==> src/rtl/mc_sc_fifo.sv <==
// Single-clock multi-channel FIFO: CHANNELS queues share one memory, each with its own pointers and exact count.
// Optional sticky overflow/underflow flags are built only when MC_SC_FIFO_OVF_UDF_EN is defined.
module mc_sc_fifo #(
  parameter int    DWIDTH       = 8,
  parameter int    AWIDTH       = 4,
  parameter int    CHANNELS     = 4,
  parameter string SHOWAHEAD    = "ON",
  parameter int    ALMOST_FULL  = 12,
  parameter int    ALMOST_EMPTY = 2,
  localparam int   CW           = (CHANNELS > 1) ? $clog2(CHANNELS) : 1
) (
  input  logic                            clk_i,
  input  logic                            aclr_n_i,
  input  logic                            wr_req_i,
  input  logic [CW-1:0]                   wr_ch_i,
  input  logic [DWIDTH-1:0]               data_i,
  input  logic                            rd_req_i,
  input  logic [CW-1:0]                   rd_ch_i,
  output logic [DWIDTH-1:0]               q_o,
  output logic                            q_valid_o,
  output logic [CHANNELS-1:0]             empty_o,
  output logic [CHANNELS-1:0]             full_o,
  output logic [CHANNELS-1:0]             almost_empty_o,
  output logic [CHANNELS-1:0]             almost_full_o,
  output logic [CHANNELS*(AWIDTH+1)-1:0]  usedw_o,
  output logic [CHANNELS-1:0]             ovf_o,
  output logic [CHANNELS-1:0]             udf_o
);

  localparam int              DEPTH    = 1 << AWIDTH;
  localparam logic [AWIDTH:0] FULL_CNT = (AWIDTH+1)'(DEPTH);

  logic [DWIDTH-1:0] mem_q   [CHANNELS][DEPTH];
  logic [AWIDTH-1:0] wptr_q  [CHANNELS];
  logic [AWIDTH-1:0] rptr_q  [CHANNELS];
  logic [AWIDTH:0]   usedw_q [CHANNELS];
  logic [AWIDTH:0]   usedw_d [CHANNELS];

  logic [CHANNELS-1:0] empty, full, wr_sel, rd_sel, wr_hit, rd_hit;
  logic [DWIDTH-1:0]   head;
  logic                head_valid;

  // Channel matching by equality makes an out-of-range index select nothing.
  always_comb begin
    head       = '0;
    head_valid = 1'b0;
    usedw_o    = '0;
    for (int c = 0; c < CHANNELS; c++) begin
      wr_sel[c]         = wr_req_i && (wr_ch_i == CW'(c));
      rd_sel[c]         = rd_req_i && (rd_ch_i == CW'(c));
      empty[c]          = (usedw_q[c] == '0);
      full[c]           = (usedw_q[c] == FULL_CNT);
      wr_hit[c]         = wr_sel[c] && !full[c];
      rd_hit[c]         = rd_sel[c] && !empty[c];
      almost_full_o[c]  = (int'(usedw_q[c]) >= ALMOST_FULL);
      almost_empty_o[c] = (int'(usedw_q[c]) <= ALMOST_EMPTY);
      usedw_o[c*(AWIDTH+1) +: AWIDTH+1] = usedw_q[c];
      if (rd_ch_i == CW'(c)) begin
        head       = mem_q[c][rptr_q[c]];
        head_valid = !empty[c];
      end
      unique case ({wr_hit[c], rd_hit[c]})
        2'b10:   usedw_d[c] = usedw_q[c] + 1'b1;
        2'b01:   usedw_d[c] = usedw_q[c] - 1'b1;
        default: usedw_d[c] = usedw_q[c];
      endcase
    end
  end

  assign empty_o = empty;
  assign full_o  = full;

  always_ff @(posedge clk_i or negedge aclr_n_i) begin
    if (!aclr_n_i) begin
      for (int c = 0; c < CHANNELS; c++) begin
        wptr_q[c]  <= '0;
        rptr_q[c]  <= '0;
        usedw_q[c] <= '0;
      end
    end else begin
      for (int c = 0; c < CHANNELS; c++) begin
        if (wr_hit[c]) wptr_q[c] <= wptr_q[c] + 1'b1;
        if (rd_hit[c]) rptr_q[c] <= rptr_q[c] + 1'b1;
        usedw_q[c] <= usedw_d[c];
      end
    end
  end

  // Storage is deliberately left out of reset.
  always_ff @(posedge clk_i) begin
    for (int c = 0; c < CHANNELS; c++) begin
      if (wr_hit[c]) mem_q[c][wptr_q[c]] <= data_i;
    end
  end

  if (SHOWAHEAD == "OFF") begin : g_reg_out
    logic [DWIDTH-1:0] q_q;
    logic              q_valid_q;
    always_ff @(posedge clk_i or negedge aclr_n_i) begin
      if (!aclr_n_i) begin
        q_q       <= '0;
        q_valid_q <= 1'b0;
      end else begin
        q_valid_q <= rd_req_i && head_valid;
        if (rd_req_i && head_valid) q_q <= head;
      end
    end
    assign q_o       = q_q;
    assign q_valid_o = q_valid_q;
  end else begin : g_showahead
    // Masked while empty so q_o reads 0 out of reset instead of stale memory.
    assign q_o       = head_valid ? head : '0;
    assign q_valid_o = head_valid;
  end

`ifdef MC_SC_FIFO_OVF_UDF_EN
  logic [CHANNELS-1:0] ovf_q, udf_q;
  always_ff @(posedge clk_i or negedge aclr_n_i) begin
    if (!aclr_n_i) begin
      ovf_q <= '0;
      udf_q <= '0;
    end else begin
      ovf_q <= ovf_q | (wr_sel & full);
      udf_q <= udf_q | (rd_sel & empty);
    end
  end
  assign ovf_o = ovf_q;
  assign udf_o = udf_q;
`else
  assign ovf_o = '0;
  assign udf_o = '0;
`endif

endmodule

==> config.mk <==
export PLATFORM = sky130hd
export DESIGN_NAME = mc_sc_fifo
export DESIGN_NICKNAME = d
export VERILOG_FILES = /design/src/rtl/mc_sc_fifo.sv
export SDC_FILE = /design/constraint.sdc
export NUM_CORES = 1
export LEC_CHECK = 0
export ABC_AREA = 1
export CORE_UTILIZATION = 56
export DETAILED_ROUTE_END_ITERATION = 6
export PLACE_DENSITY = 0.81
export REMOVE_ABC_BUFFERS = 1
export SLEW_MARGIN = 20
export SYNTH_ARGS = -nofsm -noshare
export SYNTH_HDL_FRONTEND = slang
export SYNTH_SLANG_ARGS = --single-unit
==> constraint.sdc <==
create_clock -name clk_i -period 2.04 [get_ports clk_i]
set_input_delay 0.204 -clock clk_i [delete_from_list [all_inputs] [get_ports clk_i]]
set_output_delay 0.204 -clock clk_i [all_outputs]
set_load 0.005 [all_outputs]
-- Word level (Yosys, flattened, before mapping)
Memories as Yosys holds them, arrays and structs flattened.
Index checks and enable logic that the tools add are counted.
W data, S select, Z words.
- memories kept: 1
- flip-flop bits (word level): 52
- RAM bits: 512
- logic and storage cells: 166
- output and inout port bits: 53
- memory list (memory ; words ; width ; rd ports ; clocked after Yosys merged registers in ; write ports ; RTL line ; RTL):
    mem_q ; 4 ; 128 ; 4 ; 0 ; 1 ; 33 ; logic [DWIDTH-1:0] mem_q [CHANNELS][DEPTH];
- equality and inequality tests: 18
- add/sub/neg operators: 16
- bitwise operators: 8
- reductions and logical operators: 41
- magnitude comparators: 20
- multiplexer cells: 50
- operators with widths (cell ; number):
    $mux W128 ; 10
    $reduce_or A128 Y1 ; 3
    $mux W8 ; 17
    $bmux W8 S4 ; 4
    $demux W8 S4 ; 4
    $ge A5 B5 Y1 const B ; 8
    $not A4 Y5 ; 8
    $pmux W5 S2 ; 4
    $add A4 B1 Y4 const B ; 8
    $add A5 B1 Y5 const B ; 4
    $eq A5 B5 Y1 const B ; 4
    $ge A5 B4 Y1 const B ; 4
    $le A5 B2 Y1 const B ; 4
    $logic_and A1 B1 Y1 ; 20
    $logic_not A5 Y1 ; 4
    $lt A5 B1 Y1 const B ; 4
    $sub A5 B1 Y5 const B ; 4
    $eq A2 B2 Y1 const B ; 8
    $eq A2 B1 Y1 const B ; 6
    $logic_not A1 Y1 ; 8
    $mux W1 ; 8
    $reduce_bool A2 Y1 ; 4
    $mux W2 ; 3
    $logic_not A2 Y1 ; 2

-- Logic depth before layout (Yosys ltp)
Gate-level depths: netlist (run 1).
- depth after elaboration: 10
- depth in mapped cells: 18
- mapped depth without buffers: 17

-- Worst setup path before layout (run 1)
OpenSTA, ideal clock, no wires.
- path type: flip-flop to flip-flop
- from: register usedw_q (netlist bit usedw_o[2])
- to: register usedw_q (netlist bit usedw_o[4])
- path slack: -249 ps
- clock period less this slack: 2289 ps
- arrival time: 2171 ps
- buffers on the path: 1
- cell stages (with the launch flop): 17
- data required time: 1922 ps
- path through: dfrtp_1 -> nor2_4 -> nand3_1 -> nand2_1 -> inv_2 -> nand2_1 -> inv_2 -> ha_1 -> buf_2 -> xor2_1 -> ha_1 -> a21o_1 -> nand2_1 -> o21ai_2 -> xor2_1 -> nand2_1 -> o21ai_2
- longest elaborated chain between the ends: 5
- ends and longest elaborated chain (what ; RTL line ; RTL):
    start: declaration ; 36 ; logic [AWIDTH:0] usedw_q [CHANNELS];
    start signal: indexed assignment ; 84 ; usedw_q[c] <= usedw_d[c];
    $logic_not A5 Y1 (*) ; 51 ; empty[c] = (usedw_q[c] == '0);
    $logic_not A1 Y1 (*) ; 54 ; rd_hit[c] = rd_sel[c] && !empty[c];
    $logic_and A1 B1 Y1 (*) ; 54 ;
    via rd_hit[0] ; 39 ; logic [CHANNELS-1:0] empty, full, wr_sel, rd_sel, wr_hit, rd_hit;
    $eq A2 B1 Y1 / $eq A2 B2 Y1 (equally long branches) ; 62 ; unique case ({wr_hit[c], rd_hit[c]})
    $pmux W5 S2 / $reduce_bool A2 Y1 (equally long branches) ; - ;
The timed path passes the listed nets; every way through them passes the cells marked *.
A chain may end at the register's enable or synchronous reset.

-- Final worst setup path (run 1)
- from: register rptr_q[8] (netlist bit)
- to: output port q_o[4]
- longest elaborated chain between the ends: 8
- ends and longest elaborated chain (what ; RTL line ; RTL):
    start: declaration ; 35 ; logic [AWIDTH-1:0] rptr_q [CHANNELS];
    start signal: indexed assignment ; 83 ; if (rd_hit[c]) rptr_q[c] <= rptr_q[c] + 1'b1;
    $not A4 Y5 (not written as such) ; 59 ; head = mem_q[c][rptr_q[c]];
    $bmux W8 S4 ; 59 ;
    $mux W8 (not written as such) (2 in series) ; 59 ;
    $mux W8 (3 in series) ; 58 ; if (rd_ch_i == CW'(c)) begin
    $mux W8 ; 112 ; assign q_o = head_valid ? head : '0;
    end: declaration ; 19 ; output logic [DWIDTH-1:0] q_o,
Every way passes these cells. The select of a mux whose other input is x is not followed.

==> impl_metrics.csv, run 1 <==
group,metric,value,unit
cts,cts-root-buf,"clkbuf_16",
pwr,swShare,0.384,
floorplanning,die_y,210,µm
cells_and_area,final_nets,2533,
routing,postRouteWirelength,74300,µm
sta,post-route-period-util,1.37,
synth,synth_seq_cells,564,
synth,synth_top_area_share,0.634,
run_status,status,"finished, violations left",
worst_setup_path,worst_setup_path_end_kind,"primary output",
routing,drt-pass1-iter-count,7,
cells_and_area,final_util,0.743,
cts,htreeDepth,2,
cts,cts.reportedPaths.clkPinSlew,0.06,ns
cts,cts_buffers,55,
synth,synth_flop_cell,"edfxtp_1",
routing,ant_nets,0,
floorplanning,placementRows,75,
grt,grt_pass1_vias,19100,
cts,cts_sinks,564,
sta,setup_violations,33,
placed_design,dp_hpwl,38400,µm
worst_setup_path,crit_required,1.84,ns
synth,synth_most_common_cell,"nand2_1",
sta,fmax,0.358,GHz
synth,ys_async_sr_fraction,0.0922,
placed_design,pre_cts_ws,-0.631,ns
synth,syn_area,0.0242,mm²
pwr,peakVddDrop,0.978,mV
worst_setup_path,critical_path_class,"reg2out",
pwr,internal_power,27.4,mW
sta,drv_slew,0,
floorplanning,die_w,210,µm
routing,vias,19300,
cells_and_area,drive_gt1_frac,0.290,
cells_and_area,finalInstanceArea,0.0314,mm²
synth,syn_area_per_cell,11.4,µm²
synth,netlist_top_cells_area,"edfxtp_1 (63%), nand2_1 (9.2%), nand3_1 (8.4%)",
run_status,violations,"negative setup slack",
min_path,hold_class,"in2async",
floorplanning,start_util,0.573,
synth,synth_top_cell_by_area,"edfxtp_1",
synth,synth_warnings,0,
routing,drt_iter0_drc,3092,
worst_setup_path,cp.arrival,2.59,ns
grt,grt_pass1_wl,104000,µm
synth,synth_common_cells,"nand2_1 (595), edfxtp_1 (512), nand3_1 (409), nor2_1 (149), inv_1 (72)",
cts,clk_latency,0.61,ns
floorplanning,dieArea,0.0441,mm²
pwr,p_leak,12.3,nW
sta,hold_ws,0.127,ns
sta,relSlewSlack,0.520,
worst_setup_path,r2r_start,"usedw_o[12]",
placed_design,port_buffers,60,
cells_and_area,syn2layout_area_growth,29.6,%
grt,grt-ovfl-total,0,
cts,cts_tree,"yes",
synth,syn-instance-count,2132,
worst_setup_path,start_kind,"flip-flop",
routing,drc,0,
placed_design,place_area,0.0272,mm²
synth,synth_edf_count,512,
sta,hold_viol,0,
pwr,combPwrFrac,0.454,
pwr,total_power,44.5,mW
synth,ys_seq_area_frac,0.688,
grt,antenna_found_initial,1,
floorplanning,core,0.0423,mm²
sta,postLayoutSetupSlackWorst,-0.752,ns
placed_design,gp_congestion,0.896,
pwr,power_frac_clock,0.231,
worst_setup_path,crit_start,"rptr_q[8]",
worst_setup_path,crit_path_max_fanout,16,
pwr,cellPowerDensity,1410,mW/mm²
synth,yosysUniqueCellTypes,40,
routing,via_per_inst,6.22,
grt,grt_max_degree,65,
sta,fin_worst_skew,0.0169,ns
pwr,pwr-share-seq,0.315,
grt,grt_util_all_layers,0.310,
pwr,p_switching,17.1,mW
flow_run,max_cap_viol_count,0,
floorplanning,ioPinCount,69,
sta,tightest_slew,0.721,ns
routing,wire_per_inst,23.9,µm
sta,period_minus_slack,2.79,ns
cts,clk_path_buf_depth,3,
sta,rsz0062_at_grt,"true",
## worst max-delay path, stage by stage (launching register included)
cell	delay, ns
dfrtp_2	0.47
clkinv_4	0.12
buf_12	0.15
nand2_1	0.06
nand3_1	0.08
nand3_1	0.16
nand3_1	0.22
nand2_1	0.20
nand2_1	0.19
nand3_4	0.11
nor2_4	0.11
buf_6	0.11
## what timing repair did
action / in CTS / in global routing
setup buffers: 53 / 27
hold buffers: 2 / 0
pin swaps: 93 / 89
gates resized for setup: 321 / 224
endpoints found under the setup margin: 37 / 330
cloned: 8 / 1
hold endpoints to repair: 54 / 0
## metrics by stage
stage | cells | TNS, ns
after floorplan | 2030 | -11.98
after global placement | 2936 | -26.39
after detailed placement | 2936 | -38.90
after CTS | 3092 | -6.41
after global routing | 3106 | -13.10
final | 3106 | -9.76
## cell families (layout without fill, tap and decap cells)
group,Yosys count,count (layout),share of synthesized area
flip-flops,564,564,0.688
buffers and inverters,202,591,0.0427
AND/OR/NAND/NOR,1181,1181,0.210
XOR/XNOR,47,47,0.0176
AO/OA/AOI/OAI,102,102,0.0242
other,1,9,0.000155
adder cells (fa/ha/maj),35,35,0.0181
## layer usage
| layer | track usage | share of wire | wire length (µm) |
|---|---|---|---|
| met5 | 0 | 0 | 0 |
| met4 | 0.177 | 0.072 | 5390 |
| met3 | 0.0532 | 0.11 | 8520 |
| met2 | 0.521 | 0.48 | 35700 |
| met1 | 0.381 | 0.33 | 24700 |
## path summary, 6_finish.rpt
kind,endpoint,slack [ns],depth (start not counted)
max in group asynchronous,rptr_q[4],1.57,3
worst min-delay path,usedw_o[15],0.13,3
worst max register to register,usedw_o[14],-0.55,18
worst min register to register,wptr_q[2],0.56,1
min in group clk_i,mem_q[0][1],0.13,2
worst max-delay path,q_o[4],-0.75,11
## power groups by stage
| stage | logic (mW) | registers, mW | clock network (mW) |
|---|---|---|---|
| final | 20.2 | 14.0 | 10.3 |
| after global routing | 21.2 | 14.1 | 10.7 |
| after CTS | 17.5 | 13.9 | 10.2 |
| after detailed placement | 14.6 | 14.1 | 0 |
| after global placement | 14.1 | 14.1 | 0 |
| after floorplan | 6.53 | 15.0 | 0 |
## state kept, by name, indices dropped and copies added (netlist names)
signal,count
mem_q,512
usedw_o,20
rptr_q,16
wptr_q,16
## cell type report
cell class                 instances  area (µm²)
timing repair buffer             395        3880
clock inverter                    21         214
sequential                       564       16700
inverter                          93         397
tap                              577         722
antenna                            1        2.50
clock buffer                      82        1590
fill                            2201       10900
multi-input combinational       1373        7950
## layout by cell type (no fill, tap or decap), drive strengths merged, types with 4 or more instances in the layout
cell type	count
bufbuf	5
clkbuf	88
o211ai	19
inv	84
nor2	154
buf	351
nand4	12
nand2	603
o21ai	66
clkdlybuf4s50	26
dlygate4sd2	4
xnor2	8
a21oi	11
nand3	410
edfxtp	512
clkinv	24
dfrtp	52
conb	8
xor2	39
bufinv	4
ha	35
(Power assumes the default switching activity.)
==> run 2, diff against run 1 <==
--- a/config.mk
+++ b/config.mk
@@ -10,6 +10,7 @@
 export DETAILED_ROUTE_END_ITERATION = 6
 export PLACE_DENSITY = 0.81
 export REMOVE_ABC_BUFFERS = 1
+export SKIP_LAST_GASP = 1
 export SLEW_MARGIN = 20
 export SYNTH_ARGS = -nofsm -noshare
 export SYNTH_HDL_FRONTEND = slang
==> impl_metrics.csv, run 2 (same netlist as run 1, synthesis figures left out) <==
group,metric,value,unit
routing,wire_per_inst,24.0,µm
floorplanning,ioPinCount,69,
cts,clk_latency,0.61,ns
worst_setup_path,worst_setup_path_end_kind,"primary output",
floorplanning,dieArea,0.0441,mm²
pwr,swShare,0.383,
routing,vias,19300,
grt,grt_pass1_wl,104000,µm
routing,drt_iter0_drc,2972,
grt,antenna_found_initial,1,
sta,hold_viol,0,
routing,drt-pass1-iter-count,7,
cts,cts_tree,"yes",
sta,setup_violations,139,
pwr,cellPowerDensity,1420,mW/mm²
sta,hold_ws,0.140,ns
placed_design,dp_hpwl,38400,µm
sta,fin_worst_skew,0.0225,ns
cts,cts_sinks,564,
sta,post-route-period-util,1.37,
min_path,hold_class,"in2async",
cells_and_area,final_common_cell,"nand2_1",
cells_and_area,largest_reg_flops,512,
sta,period_minus_slack,2.80,ns
worst_setup_path,crit_path_max_fanout,16,
cts,cts_buffers,55,
pwr,peakVddDrop,1.02,mV
worst_setup_path,critical_path_class,"reg2out",
pwr,combPwrFrac,0.453,
pwr,p_leak,12.3,nW
worst_setup_path,start_kind,"flip-flop",
cts,htreeDepth,2,
floorplanning,die_w,210,µm
routing,via_per_inst,6.23,
floorplanning,core,0.0423,mm²
grt,grt_max_degree,65,
sta,fmax,0.358,GHz
placed_design,gp_congestion,0.896,
cts,cts.reportedPaths.clkPinSlew,0.07,ns
cells_and_area,final_util,0.741,
placed_design,port_buffers,60,
floorplanning,placementRows,75,
sta,drv_slew,0,
floorplanning,start_util,0.573,
grt,grt_util_all_layers,0.311,
pwr,p_switching,17.0,mW
pwr,pwr-share-seq,0.316,
cells_and_area,fill_cells,2255,
worst_setup_path,crit_required,1.84,ns
worst_setup_path,cp.arrival,2.59,ns
run_status,status,"finished, violations left",
cells_and_area,layout_common_cells,"nand2_1 (553), edfxtp_1 (512), nand3_1 (306)",
grt,grt-ovfl-total,0,
pwr,internal_power,27.4,mW
cells_and_area,syn2layout_area_growth,29.3,%
sta,relSlewSlack,0.527,
run_status,violations,"design-rule violations, negative setup slack",
sta,tightest_slew,0.710,ns
cts,cts-root-buf,"clkbuf_16",
floorplanning,die_y,210,µm
routing,ant_nets,0,
routing,drc,32,
sta,postLayoutSetupSlackWorst,-0.755,ns
cts,clk_path_buf_depth,3,
routing,postRouteWirelength,74500,µm
cells_and_area,drive_gt1_frac,0.285,
grt,grt_pass1_vias,19100,
cells_and_area,final_nets,2533,
flow_run,max_cap_viol_count,0,
pwr,power_frac_clock,0.232,
sta,rsz0062_at_grt,"true",
[run 2: changes by cell type in the layout (fill, tap and decap cells not counted), sizes merged]
cell	delta
dlymetal6s2s	+1
bufbuf	-1
clkbuf	-1
clkinvlp	+1
dlygate4sd2	+1
inv	-1
[run 2: worst paths after layout]
kind,start,endpoint,slack (ns),cells after the start
min in group clk_i,data_i[1],mem_q[3][17],0.15,2
hold / removal,aclr_n_i,usedw_o[17],0.14,3
setup / recovery,rptr_q[8],q_o[4],-0.76,11
hold reg to reg,wptr_q[2],wptr_q[2],0.55,1
max in group asynchronous,aclr_n_i,rptr_q[4],1.58,3
setup reg to reg,usedw_o[13],usedw_o[14],-0.57,19
[run 2: cell type report]
cell class	count	area (µm²)	area share
clock inverter	21	214	0.00683
timing repair buffer	395	3890	0.124
tap	577	722	0.0230
inverter	93	390	0.0125
clock buffer	82	1590	0.0507
sequential	564	16700	0.532
multi-input combinational	1373	7850	0.250
antenna	1	2.50	0.0000798
[run 2: power by group through the flow]
| stage | registers [mW] | logic [mW] | clock network (mW) |
|---|---|---|---|
| final | 14.0 | 20.1 | 10.3 |
| after global routing | 14.1 | 21.1 | 10.7 |
| after CTS | 13.9 | 17.4 | 10.2 |
| after detailed placement | 14.1 | 14.6 | 0 |
| after global placement | 14.1 | 14.1 | 0 |
| after floorplan | 15.0 | 6.53 | 0 |
[run 2: metrics by stage]
stage / total power [mW] / TNS [ns] / instances / worst slack [ns] / instance area (µm²)
6_report: 44.5 / -17.92 / 3106 / -0.755 / 31300
5_1_grt: 45.9 / -28.30 / 3105 / -0.863 / 31300
4_1_cts: 41.5 / -10.16 / 3092 / -0.574 / 30400
3_5_place_dp: 28.7 / -38.90 / 2936 / -0.631 / 27200
3_3_place_gp: 28.2 / -26.39 / 2936 / -0.528 / 27200
2_1_floorplan: 21.5 / -11.98 / 2030 / -1.12 / 23600
[run 2: per-layer routing]
| layer | GRT usage | vias to the layer above | wire length (µm) |
|---|---|---|---|
| met1 | 0.383 | 9105 | 24900 |
| met4 | 0.173 | 2 | 5180 |
| li1 | - | 8082 | - |
| met2 | 0.522 | 1691 | 35600 |
| met3 | 0.0560 | 460 | 8750 |
| met5 | 0 | - | 13 |
[run 2: critical path, stage by stage, from the launching register on]
cell and delay, ns:
dfrtp_2 0.51, clkinv_4 0.17, buf_12 0.18, nand2_1 0.07, nand3_1 0.08, nand3_1 0.17, nand3_2 0.14, nand2_1 0.20
nand2_1 0.17, nand3_4 0.12, nor2_4 0.04, buf_2 0.12
[run 2: what timing repair did]
| item | in CTS | in global routing |
|---|---|---|
| hold buffers | 2 | 0 |
| pin swaps | 90 | 100 |
| resized for setup | 297 | 215 |
| setup endpoints to repair | 37 | 332 |
| endpoints found under the hold margin | 54 | 0 |
| gates cloned | 8 | 2 |
| setup buffers | 53 | 39 |
